$ cat config.mk
export PLATFORM = sky130hd
export DESIGN_NAME = h2f_pio_csr
export DESIGN_NICKNAME = d
export VERILOG_FILES = /design/src/rtl/h2f_pio_csr.sv
export SDC_FILE = /design/constraint.sdc
export NUM_CORES = 1
export LEC_CHECK = 0
export BUFFER_PORTS_ARGS = -buffer_cell sky130_fd_sc_hd__buf_4
export CELL_PAD_IN_SITES_DETAIL_PLACEMENT = 1
export CELL_PAD_IN_SITES_GLOBAL_PLACEMENT = 1
export CORE_ASPECT_RATIO = 1.75
export CORE_MARGIN = 4
export CORE_UTILIZATION = 51
export DETAILED_ROUTE_END_ITERATION = 10
export HOLD_SLACK_MARGIN = 0.03
export MAX_ROUTING_LAYER = met4
export PLACE_DENSITY_LB_ADDON = 0.1
export SLEW_MARGIN = 25
export SYNTH_ARGS = -nofsm -noshare
export SYNTH_HDL_FRONTEND = slang
export SYNTH_SLANG_ARGS = --single-unit
$ cat constraint.sdc
create_clock -name clk -period 9.61 [get_ports clk]
set_input_delay 0.4805 -clock clk [delete_from_list [all_inputs] [get_ports clk]]
set_output_delay 0.4805 -clock clk [all_outputs]
set_load 0.005 [all_outputs]
$ cat src/rtl/h2f_pio_csr.sv
// h2f_pio_csr: channelised parallel-I/O register block behind the lightweight
// HPS-to-FPGA bridge. Per channel: a registered output word, a synchronised
// input word, edge capture (W1C) and an interrupt mask. The level interrupt
// is the registered OR of every masked pending capture bit.
module h2f_pio_csr #(
  parameter int              NUM_CH    = 4,
  parameter int              DW        = 32,
  parameter int              EDGE_MODE = 0,
  parameter logic [DW-1:0]   OUT_RST   = {DW{1'b0}},
  parameter logic [31:0]     ID_VAL    = 32'h5046_494F
) (
  input  logic                         clk,
  input  logic                         reset_n,
  input  logic [$clog2(NUM_CH)+2:0]    avs_address,
  input  logic                         avs_read,
  input  logic                         avs_write,
  input  logic [31:0]                  avs_writedata,
  input  logic [3:0]                   avs_byteenable,
  output logic [31:0]                  avs_readdata,
  output logic                         avs_readdatavalid,
  output logic                         avs_waitrequest,
  input  logic [NUM_CH*DW-1:0]         pio_in,
  output logic [NUM_CH*DW-1:0]         pio_out,
  output logic                         irq
);

  localparam int          AW       = $clog2(NUM_CH) + 3;
  localparam int          OW       = AW - 1;
  localparam logic [31:0] NUM_CH_U = 32'(NUM_CH);
  localparam logic [1:0]  MODE     = 2'(EDGE_MODE);

  // Expand the four byte enables into a 32-bit bit mask.
  function automatic logic [31:0] lane_mask(input logic [3:0] be);
    return {{8{be[3]}}, {8{be[2]}}, {8{be[1]}}, {8{be[0]}}};
  endfunction

  logic              glob_s;
  logic [OW-1:0]     off_s;
  logic [OW-1:0]     chan_s;
  logic [1:0]        reg_s;
  logic              chan_ok_s;
  logic [31:0]       lanes_s;
  logic [DW-1:0]     wmask_s;
  logic [DW-1:0]     wdata_s;
  logic              unused_s;

  logic [DW-1:0]     data_out_r [NUM_CH];
  logic [DW-1:0]     mask_r     [NUM_CH];
  logic [DW-1:0]     cap_r      [NUM_CH];
  logic [DW-1:0]     sync1_r    [NUM_CH];
  logic [DW-1:0]     sync2_r    [NUM_CH];
  logic [DW-1:0]     prev_r     [NUM_CH];
  logic [DW-1:0]     edge_s     [NUM_CH];
  logic [DW-1:0]     clr_s      [NUM_CH];
  logic [31:0]       rd_ch_s    [NUM_CH];
  logic [NUM_CH-1:0] wr_s;
  logic [NUM_CH-1:0] pend_s;
  logic [1:0]        arm_r;
  logic              armed_s;
  logic [31:0]       rdata_s;
  logic [31:0]       rdata_r;
  logic              rvalid_r;
  logic              irq_r;

  assign glob_s    = avs_address[AW-1];
  assign off_s     = avs_address[OW-1:0];
  assign chan_s    = off_s >> 2;
  assign reg_s     = avs_address[1:0];
  assign chan_ok_s = 32'(chan_s) < NUM_CH_U;
  assign lanes_s   = lane_mask(avs_byteenable);
  assign wmask_s   = lanes_s[DW-1:0];
  assign wdata_s   = avs_writedata[DW-1:0];
  assign unused_s  = ^{avs_writedata, lanes_s};
  assign armed_s   = (arm_r == 2'd3);

  // Per-channel write strobes, W1C clear masks, pending bits and edge vectors.
  always_comb begin
    for (int c = 0; c < NUM_CH; c++) begin
      wr_s[c]   = avs_write & ~glob_s & chan_ok_s & (chan_s == OW'(c));
      clr_s[c]  = (wr_s[c] && (reg_s == 2'd2)) ? (wdata_s & wmask_s) : {DW{1'b0}};
      pend_s[c] = |(cap_r[c] & mask_r[c]);
      edge_s[c] = {DW{1'b0}};
      case (MODE)
        2'd0:    edge_s[c] = sync2_r[c] & ~prev_r[c];
        2'd1:    edge_s[c] = ~sync2_r[c] & prev_r[c];
        2'd2:    edge_s[c] = sync2_r[c] ^ prev_r[c];
        default: edge_s[c] = {DW{1'b0}};
      endcase
      // Edges seen while the synchroniser is still filling are not real.
      if (!armed_s) begin
        edge_s[c] = {DW{1'b0}};
      end else begin
        edge_s[c] = edge_s[c];
      end
    end
  end

  // Per-channel read words, zero-extended above DW.
  always_comb begin
    for (int c = 0; c < NUM_CH; c++) begin
      case (reg_s)
        2'd0:    rd_ch_s[c] = 32'(data_out_r[c]);
        2'd1:    rd_ch_s[c] = 32'(sync2_r[c]);
        2'd2:    rd_ch_s[c] = 32'(cap_r[c]);
        2'd3:    rd_ch_s[c] = 32'(mask_r[c]);
        default: rd_ch_s[c] = 32'h0000_0000;
      endcase
    end
  end

  // Read data multiplexer across global and channel space.
  always_comb begin
    rdata_s = 32'h0000_0000;
    if (glob_s) begin
      case (off_s)
        OW'(0):  rdata_s = ID_VAL;
        OW'(1):  rdata_s = NUM_CH_U;
        OW'(2):  rdata_s = 32'(pend_s);
        default: rdata_s = 32'h0000_0000;
      endcase
    end else if (chan_ok_s) begin
      for (int c = 0; c < NUM_CH; c++) begin
        rdata_s = rdata_s | ((chan_s == OW'(c)) ? rd_ch_s[c] : 32'h0000_0000);
      end
    end else begin
      rdata_s = 32'h0000_0000;
    end
  end

  // One-cycle read response; sampled before any same-cycle write lands.
  always_ff @(posedge clk) begin
    if (!reset_n) begin
      rdata_r  <= 32'h0000_0000;
      rvalid_r <= 1'b0;
    end else begin
      rvalid_r <= avs_read;
      rdata_r  <= avs_read ? rdata_s : 32'h0000_0000;
    end
  end

  // Input synchroniser, previous-value register and post-reset arm counter.
  always_ff @(posedge clk) begin
    if (!reset_n) begin
      for (int c = 0; c < NUM_CH; c++) begin
        sync1_r[c] <= {DW{1'b0}};
        sync2_r[c] <= {DW{1'b0}};
        prev_r[c]  <= {DW{1'b0}};
      end
      arm_r <= 2'd0;
    end else begin
      for (int c = 0; c < NUM_CH; c++) begin
        sync1_r[c] <= pio_in[c*DW +: DW];
        sync2_r[c] <= sync1_r[c];
        prev_r[c]  <= sync2_r[c];
      end
      arm_r <= armed_s ? 2'd3 : arm_r + 2'd1;
    end
  end

  // Channel registers: byte-lane writes, and capture winning over W1C.
  always_ff @(posedge clk) begin
    if (!reset_n) begin
      for (int c = 0; c < NUM_CH; c++) begin
        data_out_r[c] <= OUT_RST;
        mask_r[c]     <= {DW{1'b0}};
        cap_r[c]      <= {DW{1'b0}};
      end
    end else begin
      for (int c = 0; c < NUM_CH; c++) begin
        if (wr_s[c] && (reg_s == 2'd0)) begin
          data_out_r[c] <= (data_out_r[c] & ~wmask_s) | (wdata_s & wmask_s);
        end else begin
          data_out_r[c] <= data_out_r[c];
        end
        if (wr_s[c] && (reg_s == 2'd3)) begin
          mask_r[c] <= (mask_r[c] & ~wmask_s) | (wdata_s & wmask_s);
        end else begin
          mask_r[c] <= mask_r[c];
        end
        cap_r[c] <= (cap_r[c] & ~clr_s[c]) | edge_s[c];
      end
    end
  end

  // Registered level interrupt.
  always_ff @(posedge clk) begin
    if (!reset_n) begin
      irq_r <= 1'b0;
    end else begin
      irq_r <= |pend_s;
    end
  end

  for (genvar g = 0; g < NUM_CH; g++) begin : g_out
    assign pio_out[g*DW +: DW] = data_out_r[g];
  end

  assign avs_readdata      = rdata_r;
  assign avs_readdatavalid = rvalid_r;
  assign avs_waitrequest   = 1'b0;
  assign irq               = irq_r;

endmodule

==> reports/results.tsv, run 1 <==
stage	metric	value	unit
yosys	synth_edf_count	256	
critical_path	r2r_slack	7.03	ns
power	switching_share	23.8	%
yosys	synth_top_area_share	34.2	%
place	dp.cells	3629	
drt	via_count	23500	
critical_path	endpoint_kind	register	
power	p_comb_share	8.0	%
critical_path	crit_start	avs_address[0]	
global_routing	grt_pass1_vias	24400	
clocking	cts_buffers	73	
timing	tns	0	ns
yosys	avgSynthCellArea	11.9	um^2
cells_and_area	nNetsFinal	3088	
yosys	ys_seq_area_share	58.1	%
clocking	post_cts_buffers	0	
timing	rsz0062_at_grt	no	
yosys	ys_top_cells_by_area	dfxtp_1 34%, edfxtp_1 24%, mux4_2 10%	
timing	finalCriticalPeriod	3.48	ns
clocking	cts_buffer_depth	3	
timing	maxSlewHeadroom	24.0	%
yosys	synth_seq_cells	804	
cells_and_area	fin_util	60.4	%
drt	drcViolationCount	0	
timing	tightest_slew	1.14	ns
timing	fmax	0.288	GHz
yosys	netlist_area	32100	um^2
power	switchingPower	1.79	mW
worst_hold_path	hold_depth	2	
clocking	tritoncts	done	
die	die-area	67200	um^2
yosys	yosysTopAreaCell	dfxtp_1	
cells_and_area	fill_cells	6330	
critical_path	worstSetupPathType	input port to register	
die	core	62200	um^2
die	row_count	121	
place	portBuffers	334	
clocking	clk_latency	0.64	ns
worst_hold_path	hp-class	input port to register	
place	place_congestion	0.944	
flow_run	maxCapViolCount	0	
critical_path	crit_required	10.10	ns
critical_path	arrival	3.97	ns
cells_and_area	seq_area	18700	um^2
die	fp.dieH	340	um
power	power.density	200	nW/um^2
place	dp_hpwl	75.8	mm
global_routing	grt_usage	33.7	%
timing	min_period_over_period	36.2	%
cells_and_area	syn_to_final_growth	17.2	%
clocking	htree_levels	3	
cells_and_area	drive_gt1_share	21.5	%
global_routing	grt_pass1_wl	164	mm
drt	drt-wirelength-per-cell	29.8	um
global_routing	grt-ovfl-total	0	
yosys	synth_ff_type	dfxtp_1	
die	io_pins	336	
cells_and_area	layout.cells.non_filler	3775	
critical_path	crit_fanout	50	
drt	detail-route-antenna-nets	0	
clocking	cts_sinks	804	
drt	drt_iter0_drc	2350	
die	start_util	51.6	%
power	internal_power	5.72	mW
drt	drt-pass1-iter-count	5	
timing	setup_viol	0	
power	peakVddDrop	0.168	mV
timing	maxSlewViolCount	0	
global_routing	grt_max_degree	123	
power	clockPowerShare	41.5	%
critical_path	endpoint	avs_readdata[15]$_SDFF_PP0_	
critical_path	reg2reg_to	cap_r[1][13]$_SDFF_PN0_	
critical_path	r2r-start	arm_r[1]$_SDFF_PN0_	
yosys	async_flop_share	0	%
power	seq_power_share	50.5	%
yosys	synth_fp_nets	2867	
timing	worst_clock_skew	0.0298	ns
critical_path	reg2reg_depth	4	
yosys	ys_warn_count	0	
die	die_x	198	um
critical_path	worstSetupStartpointType	input port	
cells_and_area	multiInputGateArea	12600	um^2
clocking	root_buffer	clkbuf_16	
status	status	complete, no violations	
timing	hold_violations	0	
drt	wl	112	mm
yosys	syn_inst	2694	
yosys	ys_types	37	
power	cellLeakagePower	14.7	nW
global_routing	antenna_found_initial	2	
clocking	clkTransAtPathRegs	0.07	ns
drt	routed_via_density	6.22	
## flip-flops by register name, indices dropped and copies added (netlist names)
| signal | flops |
|---|---|
| arm_r | 2 |
| avs_readdata | 32 |
| avs_readdatavalid | 1 |
| cap_r | 128 |
| data_out_r | 128 |
| irq | 1 |
| mask_r | 128 |
| prev_r | 128 |
| sync1_r | 128 |
| sync2_r | 128 |
## power by group through the flow
stage,sequential [mW],clock [mW],combinational (mW)
floorplan,3.80,0,0.342
global placement,3.86,0,0.576
detailed placement,3.86,0,0.593
CTS,3.79,3.14,0.603
global route,3.80,3.29,0.642
finish,3.79,3.11,0.604
## critical path, cell delays in order
cell and delay [ns]:
clkbuf_8 0.51, buf_4 0.76, buf_4 0.82, mux4_2 0.63, mux4_2 0.46, nor2b_1 0.14
## cell usage in the layout (no fill, tap or decap), types with 10 or more instances in the layout
master	n
clkbuf_1	11
nand3b_1	128
a22oi_1	64
nand2b_1	259
nand2_1	165
o211ai_1	129
mux4_2	147
clkbuf_16	81
dlygate4sd3_1	10
dfxtp_1	548
edfxtp_1	256
clkbuf_8	12
nor2b_1	23
and2_1	385
a21oi_1	263
nand4_1	16
buf_4	355
nor2_1	13
mux2i_1	22
clkinv_2	13
## metrics by stage
stage                     cell area (um^2)  power (mW)  worst slack [ns]  hold WS, ns
after floorplan                      32100        4.14              5.53        0.412
after global placement               35000        4.43              5.49        0.414
after detailed placement             35000        4.45              5.43        0.419
after CTS                            37600        7.53              6.08       0.0305
after global routing                 37600        7.73              5.82       0.0540
final                                37600        7.51              6.13       0.0505
## synth_stat cells, types with 2 or more instances
| cell type | instances |
|---|---|
| nand2b_1 | 261 |
| buf_2 | 12 |
| edfxtp_1 | 256 |
| nand3_1 | 3 |
| a21o_1 | 3 |
| o21ai_0 | 15 |
| o31ai_1 | 2 |
| nor3_1 | 9 |
| nor2b_1 | 23 |
| clkbuf_1 | 180 |
| inv_1 | 2 |
| mux4_2 | 147 |
| a22oi_1 | 64 |
| buf_6 | 5 |
| nand4_1 | 16 |
| o211ai_1 | 129 |
| mux2i_1 | 22 |
| buf_1 | 18 |
| and2_1 | 385 |
| a21oi_1 | 263 |
| a211oi_1 | 3 |
| nor4_1 | 4 |
| nand3b_1 | 128 |
| nand2_1 | 165 |
| or3_1 | 2 |
| nor2_1 | 13 |
| dfxtp_1 | 548 |
| buf_4 | 7 |
## worst min-delay path by stage
stage                                         start                   endpoint  slack, ns
after floorplan            sync1_r[0][0]$_SDFF_PN0_   sync2_r[0][0]$_SDFF_PN0_       0.41
after global placement    sync1_r[3][26]$_SDFF_PN0_  sync2_r[3][26]$_SDFF_PN0_       0.41
after detailed placement  sync1_r[2][23]$_SDFF_PN0_  sync2_r[2][23]$_SDFF_PN0_       0.42
after CTS                               pio_in[121]  sync1_r[3][25]$_SDFF_PN0_       0.03
after global routing                    pio_in[103]   sync1_r[3][7]$_SDFF_PN0_       0.05
final                                   pio_in[121]  sync1_r[3][25]$_SDFF_PN0_       0.05
## cell families (layout without fill, tap and decap cells)
family                 after synthesis  in the layout  synth area share, %
AOI/OAI and AO/OA                  481            481                 9.09
muxes                              170            170                 11.0
DFF                                804            804                 58.1
and+or+nand+nor                   1013           1013                 18.8
other                                1              2               0.0117
buffers and inverters              225            506                 2.88
## area by class of cell
| type | count | share of cell area, % |
|---|---|---|
| clock inverters | 32 | 0.858 |
| multi-input cells | 1665 | 33.5 |
| well taps | 799 | 2.66 |
| diodes | 1 | 0.00665 |
| clock buffers | 103 | 5.90 |
| flip-flops and latches | 804 | 49.6 |
| inverters | 3 | 0.0432 |
| repair buffers | 368 | 7.46 |
## what timing repair did
| action | in CTS | in global routing |
|---|---|---|
| hold endpoints to repair | 10 | 0 |
| hold buffers | 10 | 0 |
| gates resized for setup | 0 | 0 |
## per-layer routing
metal / share of wire, % / track usage, % / up-vias
met5: 0 / - / -
li1: - / - / 10000
met2: 48 / 52.9 / 1214
met3: 7.6 / 4.69 / 274
met4: 6.8 / 19.2 / 0
met1: 38 / 42.0 / 12000
Power figures use the tool's default switching activity.
==> run 2: changes to the inputs <==
--- a/config.mk
+++ b/config.mk
@@ -10,7 +10,7 @@
 export CELL_PAD_IN_SITES_GLOBAL_PLACEMENT = 1
 export CORE_ASPECT_RATIO = 1.75
 export CORE_MARGIN = 4
-export CORE_UTILIZATION = 51
+export CORE_UTILIZATION = 43
 export DETAILED_ROUTE_END_ITERATION = 10
 export HOLD_SLACK_MARGIN = 0.03
 export MAX_ROUTING_LAYER = met4
==> constraint.sdc (replaced) <==
create_clock -name clk -period 3.1 [get_ports clk]
set_input_delay 0.155 -clock clk [delete_from_list [all_inputs] [get_ports clk]]
set_output_delay 0.155 -clock clk [all_outputs]
set_load 0.005 [all_outputs]
==> run 2 against run 1 <==
  * Hold slack better by 0.055 ns
  * Flip-flop and latch count stayed put
  * Power grew to 3.2 times the previous value
  * Critical path depth decreased by 1
  * Cell count grew 7.9%
  * Count of clock-buffer cells in the layout up 3
  * Critical endpoint is now avs_readdata[2]$_SDFF_PN0_
  * Largest power group unchanged
==> reports/results.tsv, run 2 (synthesis gave the netlist of run 1 again) <==
stage	metric	value	unit	change
timing	setup_ws	0.486	ns	-5.65 ns
timing	maxSlewHeadroom	26.2	%	+2.2 points
place	post_dp_cell_area	35500	um^2	+1.6%
drt	drt-pass1-iter-count	7		+2
power	peakVddDrop	0.366	mV	+120%
global_routing	antenna_found_initial	2		unchanged
clocking	cts_buffer_depth	3		unchanged
clocking	cts_sinks	804		unchanged
clocking	clkTransAtPathRegs	0.07	ns	about the same
global_routing	grt_pass1_wl	172	mm	+4.5%
place	dp_hpwl	80.9	mm	+6.8%
critical_path	slowest_delay	0.62	ns	-0.20 ns
die	core	74000	um^2	+19%
worst_hold_path	holdPathEnd	data_out_r[1][20]$_SDFFCE_PN0P_		
timing	min_period_over_period	84.3	%	
drt	wl	117	mm	+4.2%
cells_and_area	final_cell_mix	548 x dfxtp_1, 385 x and2_1, 373 x buf_4, 263 x a21oi_1, 261 x nand2b_1		
cells_and_area	fill_cells	7618		+20%
timing	tightest_slew	1.11	ns	-0.0328 ns
critical_path	worstSetupPathType	register to register		
clocking	post_cts_buffers	0		unchanged
die	fp.dieH	369	um	+8.7%
place	preCtsSetupSlack	0.730	ns	-4.70 ns
drt	detail-route-antenna-nets	0		unchanged
cells_and_area	layout.cells.non_filler	4072		+7.9%
worst_hold_path	hp-class	input port to register		
cells_and_area	fin_util	53.5	%	-7.0 points
place	place_congestion	0.939		-0.53%
critical_path	r2r_slack	0.49	ns	-6.54 ns
worst_hold_path	hold_start	avs_writedata[20]		
status	status	complete, no violations		
critical_path	crit_fanout	3		-94%
die	start_util	43.4	%	-8.2 points
clocking	cts_buffers	76		+4.1%
timing	finalCriticalPeriod	2.61	ns	
critical_path	endpoint_kind	register		
drt	drt-wirelength-per-cell	28.8	um	-3.4%
timing	hold_violations	0		unchanged
cells_and_area	finish.instance_area	39600	um^2	+5.2%
timing	fmax	0.383	GHz	
critical_path	critPathSlowestCell	nor4_1		
critical_path	arrival	3.16	ns	-0.81 ns
global_routing	grt_usage	29.9	%	-3.8 points
drt	drt_iter0_drc	2295		-2.3%
timing	maxSlewViolCount	0		unchanged
timing	worst_clock_skew	0.0161	ns	-0.0137 ns
timing	rsz0062_at_grt	no		
clocking	tritoncts	done		
drt	drcViolationCount	0		unchanged
cells_and_area	syn_to_final_growth	23.3	%	
critical_path	worstSetupStartpointType	register		
timing	setup_viol	0		unchanged
clocking	clk_latency	0.65	ns	about the same
critical_path	reg2reg_to	avs_readdata[2]$_SDFF_PN0_		
clocking	htree_levels	3		unchanged
cells_and_area	drive_gt1_share	21.5	%	about the same
power	cellLeakagePower	15.5	nW	+5.4%
die	row_count	132		+9.1%
global_routing	grt_max_degree	260		+110%
critical_path	crit_start	mask_r[2][14]$_SDFFCE_PN0P_		
die	die_x	215	um	+8.5%
global_routing	grt_pass1_vias	24800		+1.8%
cells_and_area	nNetsFinal	3243		+5.0%
global_routing	grt-ovfl-total	0		unchanged
place	dp.cells	3798		+4.7%
critical_path	path_cells	a22oi_1 > nand4_1 > nor4_1 > o221ai_1 > dlygate4sd3_1		
place	portBuffers	334		unchanged
drt	routed_via_density	5.82		-6.4%
drt	via_count	23700		+0.95%
die	die-area	79200	um^2	+18%
cells_and_area	final_common_cell	dfxtp_1		
worst_hold_path	hold_depth	4		+2
die	io_pins	336		unchanged
power	power.density	608	nW/um^2	+200%
critical_path	crit_required	3.64	ns	-6.46 ns
critical_path	reg2reg_depth	5		+1
critical_path	r2r-start	mask_r[2][14]$_SDFFCE_PN0P_		
clocking	root_buffer	clkbuf_16		
flow_run	maxCapViolCount	0		unchanged
## run 2: cell types whose count changed in the layout (fill, tap and decap cells not counted), moves of 2 or more
cell / change
buf_12: +13
buf_4: +18
bufinv_16: +3
clkbuf_16: +5
clkinv_1: -2
diode_2: +2
dlygate4sd3_1: +122
nand2b_1: +2
nand2b_2: -2
## run 2: area by class of cell
type / count / area [um^2] / share of cell area, %
sequential: 804 / 18700 / 47.1
tap: 938 / 1170 / 2.97
clock inverter: 33 / 408 / 1.03
inverter: 3 / 16.3 / 0.0411
timing repair buffer: 520 / 4410 / 11.1
antenna: 3 / 7.51 / 0.0190
clock buffer: 106 / 2330 / 5.88
multi-input combinational: 1665 / 12600 / 31.8
## run 2: through the flow
stage	total power, mW	TNS, ns	hold slack [ns]
2_1_floorplan	12.8	-78.59	0.282
5_1_grt	24.8	0	0.107
3_5_place_dp	13.9	0	0.367
4_1_cts	24.2	0	0.0526
6_report	24.1	0	0.105
3_3_place_gp	13.8	0	0.363
## run 2: power breakdown
group / internal, mW / leakage, nW / switching [mW]
Sequential: 11.3 / 7.12 / 0.438
Combinational: 0.997 / 7.05 / 1.04
Clock: 6.02 / 1.35 / 4.23
Total: 18.4 / 15.5 / 5.72
## run 2: worst max-delay path, delay by kind of cell, from the launching register on
family          cells  cell delay [ns]
simple gates        2             0.79
compound gates      2             0.71
buf+inv             1             0.59
flops               1             0.41
## run 2: repair_timing
action / CTS / global route
resized for setup: 0 / 0
hold buffers: 132 / 0
hold endpoints to repair: 133 / 0
setup endpoints to repair: 0 / 0
## run 2: metal layers
layer / up-vias / global-route usage, % / share of wire [%] / wire length, um
li1: 10300 / - / - / -
met1: 12100 / 37.1 / 40 / 46400
met2: 1063 / 48.2 / 49 / 56900
met3: 241 / 3.89 / 6.1 / 7170
met4: 0 / 15.5 / 5.8 / 6760
met5: - / - / 0 / 0
## run 2: worst max-delay path by stage
stage / end / slack, ns / depth (start not counted)
after floorplan: mask_r[0][0]$_SDFFCE_PN0P_ / -0.65 / 4
after global placement: mask_r[0][15]$_SDFFCE_PN0P_ / 0.74 / 5
after detailed placement: mask_r[0][15]$_SDFFCE_PN0P_ / 0.73 / 5
after CTS: avs_readdata[2]$_SDFF_PN0_ / 0.42 / 5
after global routing: avs_readdata[2]$_SDFF_PN0_ / 0.38 / 5
final: avs_readdata[2]$_SDFF_PN0_ / 0.49 / 5
